[src/rtl/video_pkg.sv]
// Shared types and constants for the text-mode video path.
package video_pkg;

    typedef enum logic [1:0] {
        IDLE,
        CHAR,
        ATTR,
        DRAIN
    } fetch_state_t;

    typedef struct packed {
        logic [7:0] attr;
        logic [7:0] chr;
    } pair_t;

    localparam logic [7:0] COLS_40 = 8'd40;
    localparam logic [7:0] COLS_80 = 8'd80;

endpackage

[src/rtl/cga_text_fetch_if.sv]
// Command, video RAM port B and renderer stream signals of the text fetch engine.
interface cga_text_fetch_if #(
    parameter int AW = 16
);
    logic          fetch_start;
    logic [AW-1:0] start_addr;
    logic [7:0]    col_count;
    logic          flush;
    logic          busy;
    logic          done;
    logic          vram_en;
    logic [AW-1:0] vram_addr;
    logic [7:0]    vram_dout;
    logic          out_valid;
    logic          out_ready;
    logic [7:0]    out_char;
    logic [7:0]    out_attr;

    modport master (
        input  fetch_start, start_addr, col_count, flush, vram_dout, out_ready,
        output busy, done, vram_en, vram_addr, out_valid, out_char, out_attr
    );

    modport slave (
        output fetch_start, start_addr, col_count, flush, vram_dout, out_ready,
        input  busy, done, vram_en, vram_addr, out_valid, out_char, out_attr
    );
endinterface

[src/rtl/fetch_fifo.sv]
// Show-ahead FIFO of character/attribute pairs with synchronous flush.
module fetch_fifo
    import video_pkg::*;
#(
    parameter int DEPTH = 8
) (
    input  logic                         clk,
    input  logic                         reset,
    input  logic                         flush,
    input  logic                         push,
    input  pair_t                        push_data,
    input  logic                         pop,
    output pair_t                        head,
    output logic                         valid,
    output logic [$clog2(DEPTH+1)-1:0]   count
);
    localparam int PW = $clog2(DEPTH);
    localparam int CW = $clog2(DEPTH + 1);

    pair_t          mem [DEPTH];
    logic [PW-1:0]  wr_ptr;
    logic [PW-1:0]  rd_ptr;
    logic           do_pop;

    assign do_pop = pop && (count != '0);

    always_ff @(posedge clk) begin
        if (reset || flush) begin
            wr_ptr <= '0;
            rd_ptr <= '0;
            count  <= '0;
        end else begin
            if (push)
                wr_ptr <= wr_ptr + PW'(1);
            if (do_pop)
                rd_ptr <= rd_ptr + PW'(1);
            case ({push, do_pop})
                2'b10:   count <= count + CW'(1);
                2'b01:   count <= count - CW'(1);
                default: ;
            endcase
        end
    end

    always_ff @(posedge clk) begin
        if (push)
            mem[wr_ptr] <= push_data;
    end

    // Forcing the head to zero while empty keeps the outputs stable and zero after reset.
    assign valid = (count != '0);
    assign head  = valid ? mem[rd_ptr] : '0;

endmodule

[src/rtl/cga_text_fetch.sv]
// Per-line character/attribute fetch from video RAM port B into a small output FIFO.
module cga_text_fetch
    import video_pkg::*;
#(
    parameter int AW    = 16,
    parameter int DEPTH = 8
) (
    input  logic             clk,
    input  logic             reset,
    cga_text_fetch_if.master bus
);
    localparam int CW = $clog2(DEPTH + 1);
    localparam logic [CW:0] DEPTH_W = (CW+1)'(DEPTH);

    fetch_state_t   state;
    logic [AW-1:0]  ptr;
    logic [AW-1:0]  vram_addr_q;
    logic [7:0]     remaining;
    logic [7:0]     char_q;
    logic           attr_pending;
    logic           busy_q;
    logic           done_q;
    logic           vram_en_q;

    logic           fifo_valid;
    logic           pop;
    logic [CW-1:0]  fifo_count;
    logic [CW:0]    count_next;
    logic           space_fresh;
    logic           space_after_attr;
    pair_t          push_data;
    pair_t          head;

    assign push_data = '{attr: bus.vram_dout, chr: char_q};
    assign pop       = fifo_valid & bus.out_ready;

    // vram_en is registered, so the space check looks at next cycle's occupancy,
    // counting a pair whose attribute byte will still be in flight.
    assign count_next       = {1'b0, fifo_count} + (CW+1)'(attr_pending) - (CW+1)'(pop);
    assign space_fresh      = count_next < DEPTH_W;
    assign space_after_attr = (count_next + (CW+1)'(1)) < DEPTH_W;

    always_ff @(posedge clk) begin
        if (reset || bus.flush) begin
            state        <= IDLE;
            ptr          <= '0;
            remaining    <= '0;
            char_q       <= '0;
            attr_pending <= 1'b0;
            busy_q       <= 1'b0;
            done_q       <= 1'b0;
            vram_en_q    <= 1'b0;
            vram_addr_q  <= '0;
        end else begin
            done_q       <= 1'b0;
            attr_pending <= 1'b0;
            vram_en_q    <= 1'b0;
            case (state)
                IDLE: begin
                    if (bus.fetch_start) begin
                        if (bus.col_count != 8'd0) begin
                            state       <= CHAR;
                            busy_q      <= 1'b1;
                            ptr         <= bus.start_addr;
                            remaining   <= bus.col_count;
                            vram_en_q   <= space_fresh;
                            vram_addr_q <= bus.start_addr;
                        end else begin
                            done_q <= 1'b1;
                        end
                    end
                end
                CHAR: begin
                    if (vram_en_q) begin
                        state       <= ATTR;
                        vram_en_q   <= 1'b1;
                        vram_addr_q <= ptr + AW'(1);
                    end else begin
                        vram_en_q   <= space_fresh;
                        vram_addr_q <= ptr;
                    end
                end
                ATTR: begin
                    char_q       <= bus.vram_dout;
                    attr_pending <= 1'b1;
                    ptr          <= ptr + AW'(2);
                    remaining    <= remaining - 8'd1;
                    vram_addr_q  <= ptr + AW'(2);
                    if (remaining != 8'd1) begin
                        state     <= CHAR;
                        vram_en_q <= space_after_attr;
                    end else begin
                        state <= DRAIN;
                    end
                end
                DRAIN: begin
                    state  <= IDLE;
                    busy_q <= 1'b0;
                    done_q <= 1'b1;
                end
                default: state <= IDLE;
            endcase
        end
    end

    fetch_fifo #(.DEPTH(DEPTH)) u_fifo (
        .clk       (clk),
        .reset     (reset),
        .flush     (bus.flush),
        .push      (attr_pending),
        .push_data (push_data),
        .pop       (pop),
        .head      (head),
        .valid     (fifo_valid),
        .count     (fifo_count)
    );

    assign bus.busy      = busy_q;
    assign bus.done      = done_q;
    assign bus.vram_en   = vram_en_q;
    assign bus.vram_addr = vram_addr_q;
    assign bus.out_valid = fifo_valid;
    assign bus.out_char  = head.chr;
    assign bus.out_attr  = head.attr;

endmodule
[src/flat_wrapper.sv]
// flat-port wrapper written by rule: the top's interface ports become plain ports
module cga_text_fetch_flat import video_pkg::*;
#(
    parameter int AW    = 16,
    parameter int DEPTH = 8
)
  (clk, reset, bus_fetch_start, bus_start_addr, bus_col_count, bus_flush, bus_vram_dout, bus_out_ready, bus_busy, bus_done, bus_vram_en, bus_vram_addr, bus_out_valid, bus_out_char, bus_out_attr);
  cga_text_fetch_if #(.AW(AW)) bus_i ();
  input  logic clk;
  input  logic reset;
  input wire logic [$bits(bus_i.fetch_start)-1:0] bus_fetch_start;
  input wire logic [$bits(bus_i.start_addr)-1:0] bus_start_addr;
  input wire logic [$bits(bus_i.col_count)-1:0] bus_col_count;
  input wire logic [$bits(bus_i.flush)-1:0] bus_flush;
  input wire logic [$bits(bus_i.vram_dout)-1:0] bus_vram_dout;
  input wire logic [$bits(bus_i.out_ready)-1:0] bus_out_ready;
  output wire logic [$bits(bus_i.busy)-1:0] bus_busy;
  output wire logic [$bits(bus_i.done)-1:0] bus_done;
  output wire logic [$bits(bus_i.vram_en)-1:0] bus_vram_en;
  output wire logic [$bits(bus_i.vram_addr)-1:0] bus_vram_addr;
  output wire logic [$bits(bus_i.out_valid)-1:0] bus_out_valid;
  output wire logic [$bits(bus_i.out_char)-1:0] bus_out_char;
  output wire logic [$bits(bus_i.out_attr)-1:0] bus_out_attr;
  assign bus_i.fetch_start = bus_fetch_start;
  assign bus_i.start_addr = bus_start_addr;
  assign bus_i.col_count = bus_col_count;
  assign bus_i.flush = bus_flush;
  assign bus_i.vram_dout = bus_vram_dout;
  assign bus_i.out_ready = bus_out_ready;
  assign bus_busy = bus_i.busy;
  assign bus_done = bus_i.done;
  assign bus_vram_en = bus_i.vram_en;
  assign bus_vram_addr = bus_i.vram_addr;
  assign bus_out_valid = bus_i.out_valid;
  assign bus_out_char = bus_i.out_char;
  assign bus_out_attr = bus_i.out_attr;
  cga_text_fetch #(.AW(AW), .DEPTH(DEPTH)) u_core (.clk(clk), .reset(reset), .bus(bus_i));
endmodule
[config.mk]
export PLATFORM = sky130hd
export DESIGN_NAME = cga_text_fetch_flat
export DESIGN_NICKNAME = d
export VERILOG_FILES = /design/src/rtl/video_pkg.sv /design/src/rtl/cga_text_fetch_if.sv /design/src/rtl/fetch_fifo.sv /design/src/rtl/cga_text_fetch.sv /design/src/flat_wrapper.sv
export SDC_FILE = /design/constraint.sdc
export NUM_CORES = 1
export LEC_CHECK = 0
export ABC_AREA = 1
export ABC_CLOCK_PERIOD_IN_PS = 3900
export BUFFER_PORTS_ARGS = -buffer_cell sky130_fd_sc_hd__buf_2
export CORE_MARGIN = 4
export CORE_UTILIZATION = 45
export CTS_BUF_LIST = sky130_fd_sc_hd__clkbuf_4
export DETAILED_ROUTE_END_ITERATION = 8
export PLACE_DENSITY = 0.64
export SYNTH_ARGS = -nofsm -noshare
export SYNTH_HDL_FRONTEND = slang
export SYNTH_SLANG_ARGS = --single-unit
[constraint.sdc]
create_clock -name clk -period 3.9 [get_ports clk]
set_input_delay 0.78 -clock clk [delete_from_list [all_inputs] [get_ports clk]]
set_output_delay 0.78 -clock clk [all_outputs]
set_load 0.02 [all_outputs]
==> impl_metrics.toml <==
[timing]
finalSetupViolations = 0
whs_ps = 445
final_hold_viol_count = 0
slew_viol_final = 0
period_share = 0.849
worst_slew_pin_slew_ps = 1070
tns_ps = 0
finalClockSkew_ps = 33.1
layout_min_cycle_time_ps = 3310
clock.fmax_ghz = 0.302
rsz0062_at_grt = "false"
relSlewSlack = 0.287

[global_route]
grt_max_degree = 36
grtUsageTotal = 0.198
grt_pass1_vias = 6769
antenna_found_initial = 1
grt_pass1_wl_mm = 35.0
overflow = 0

[floorplan]
rows = 51
die_area_um2 = 22200
boundaryPins = 73
initial_core_util = 0.458
die_w_um = 149
core-area_um2 = 19500
die_y_um = 149

[clocking]
cts_resized = 0
clk_latency_ps = 610
cts_max_level = 4
clk_root_buffer_cell = "clkbuf_4"
clock-sinks = 195
hold_buffers = 0
cts_buffers = 17
clkSlewWorstSetupHoldPaths_ps = 180
postCtsSetupBuffers = 0
cts_buffer_depth = 2
cts_tree = "yes"

[drt]
vias = 7017
first_pass_iters = 5
wire_per_inst_um = 16.0
viasPerCell = 5.31
routed_wl_mm = 21.2
drc = 0
drt-initial-drc-count = 466
detail-route-antenna-nets = 0

[synthesis]
yosysSeqAreaShare = 0.580
yosysWarningCount = 0
synth_area_per_cell_um2 = 9.19
synth_fp_nets = 1031
syn_area_um2 = 8940
synth_cell_type_count = 35
ys_ff_latch = 195
postSynthCellCount = 973

[critical_path]
start_kind = "register"
endpoint_kind = "primary output"
crit_arrival_ps = 2530
critPathMaxFanout = 32
cp_data_required_time_ps = 3120
critPathKind = "reg -> out"

[cells_and_area]
final_cell_mix = "nor2_1, o21ai_0, nand2_1"
nets = 1101
layout-drive-gt1-share = 0.144
final_common_cell = "nor2_1"
syn2layout_area_growth_pct = 11.4
layout.cells.non_filler = 1322

[pwr]
seq_power_share = 0.606
power.net_switching_mw = 1.07
powerDensity_nw_per_um2 = 371
clkPwrFrac = 0.324
internal_power_mw = 2.63
ir_drop_v = 0.000287
p_comb_frac = 0.070
leakage_nw = 3.74
power.share.switching = 0.289

[placement]
dp.cells = 1289
io_buffer_count = 72
gp_congestion = 0.836
dp_hpwl_mm = 13.5

[min_path]
hold_path.class = "in -> reg"

[run]
drv_cap = 0

[run_status]
outcome = "completed"
==> cell usage after synthesis <==
library cell	n	share of area
o21ai_0	139	0.078
o211ai_1	5	0.0042
nand3_1	53	0.030
fa_1	2	0.0045
buf_6	1	0.0013
a31oi_1	26	0.018
xor2_1	5	0.0049
inv_2	3	0.0013
clkinv_1	1	0.00042
or2_2	4	0.0028
o21ai_1	9	0.0050
dfxtp_1	67	0.15
buf_4	1	0.00084
ha_1	19	0.027
nor2_1	147	0.062
buf_1	4	0.0017
a21oi_1	78	0.044
nor3_1	3	0.0017
o22ai_1	16	0.011
xnor2_1	1	0.00098
nand2_1	130	0.055
clkbuf_2	1	0.00056
clkbuf_1	24	0.010
nand2b_1	1	0.00070
nor2_2	6	0.0042
nand3_2	2	0.0022
edfxtp_1	128	0.43
nor2_4	3	0.0038
a211oi_1	1	0.00084
o211a_1	1	0.0011
nand4_1	6	0.0042
inv_1	68	0.029
buf_2	15	0.0084
nand2_2	2	0.0014
nand2_4	1	0.0013
==> stage by stage <==
stage          instance area, um2   util  power [mW]  setup WS (ps)
3_5_place_dp                 9620  0.493        2.54            892
4_1_cts                      9960  0.510        3.73            527
5_1_grt                      9960  0.510        3.85            348
6_report                     9960  0.510        3.70            590
2_1_floorplan                8940      -        2.45           1270
3_3_place_gp                 9620  0.493        2.54            985
==> final timing paths <==
kind                     startpoint            endpoint  slack [ps]  depth (start not counted)
max                        register     bus_out_char[3]         590                          6
min               bus_start_addr[2]       u_core.ptr[2]         440                          3
max reg2reg  u_core.u_fifo.count[2]  u_core.bus.vram_en         850                         17
min reg2reg         u_core.bus.busy     u_core.bus.busy         470                          2
==> logic make-up after synthesis <==
family	synth area share
XOR/XNOR	0.00588
buffers and inverters	0.0530
adder cells (fa/ha/maj)	0.0311
flip-flops	0.580
AND/OR/NAND/NOR	0.168
AO/OA/AOI/OAI	0.162
==> routing by layer <==
metal / up-vias / GRT usage / share of wire
met3: 18 / 0.0395 / 0.047
met1: 3318 / 0.274 / 0.46
met4: 0 / 0.0513 / 0.012
met5: - / 0 / 0
met2: 167 / 0.322 / 0.48
li1: 3514 / - / -
==> power by group through the flow <==
stage	clock network (mW)	registers, mW	logic (mW)
3_5_place_dp	0	2.28	0.260
6_report	1.20	2.24	0.260
4_1_cts	1.23	2.24	0.261
2_1_floorplan	0	2.29	0.162
3_3_place_gp	0	2.28	0.260
5_1_grt	1.31	2.25	0.295
==> worst max-delay path: stages, from the launching register on <==
cell	delay (ps)
dfxtp_2	770
buf_4	340
o21ai_0	110
o22ai_1	150
o21ai_0	90
a31oi_1	270
buf_2	220
==> flip-flops by register name (all words and copies together) (netlist names), named ones only <==
| register | count |
|---|---|
| u_core.u_fifo.wr_ptr | 3 |
| u_core.state | 2 |
| u_core.bus.vram_addr | 16 |
| u_core.attr_pending | 1 |
| u_core.u_fifo.count | 4 |
| u_core.bus.busy | 1 |
| u_core.remaining | 8 |
| u_core.bus.done | 1 |
| u_core.ptr | 16 |
| u_core.u_fifo.mem | 128 |
| u_core.u_fifo.rd_ptr | 3 |
| u_core.char_q | 8 |
| u_core.bus.vram_en | 1 |
==> area by class of cell <==
cell class	count	area [um2]
Clock inverter	15	208
Multi-Input combinational cell	660	3290
Sequential cell	195	5190
Tap cell	265	332
Timing Repair Buffer	97	548
Antenna cell	1	2.50
Clock buffer	17	128
Inverter	72	270
Fill cell	1844	9570
Power figures use the tool's default switching activity.
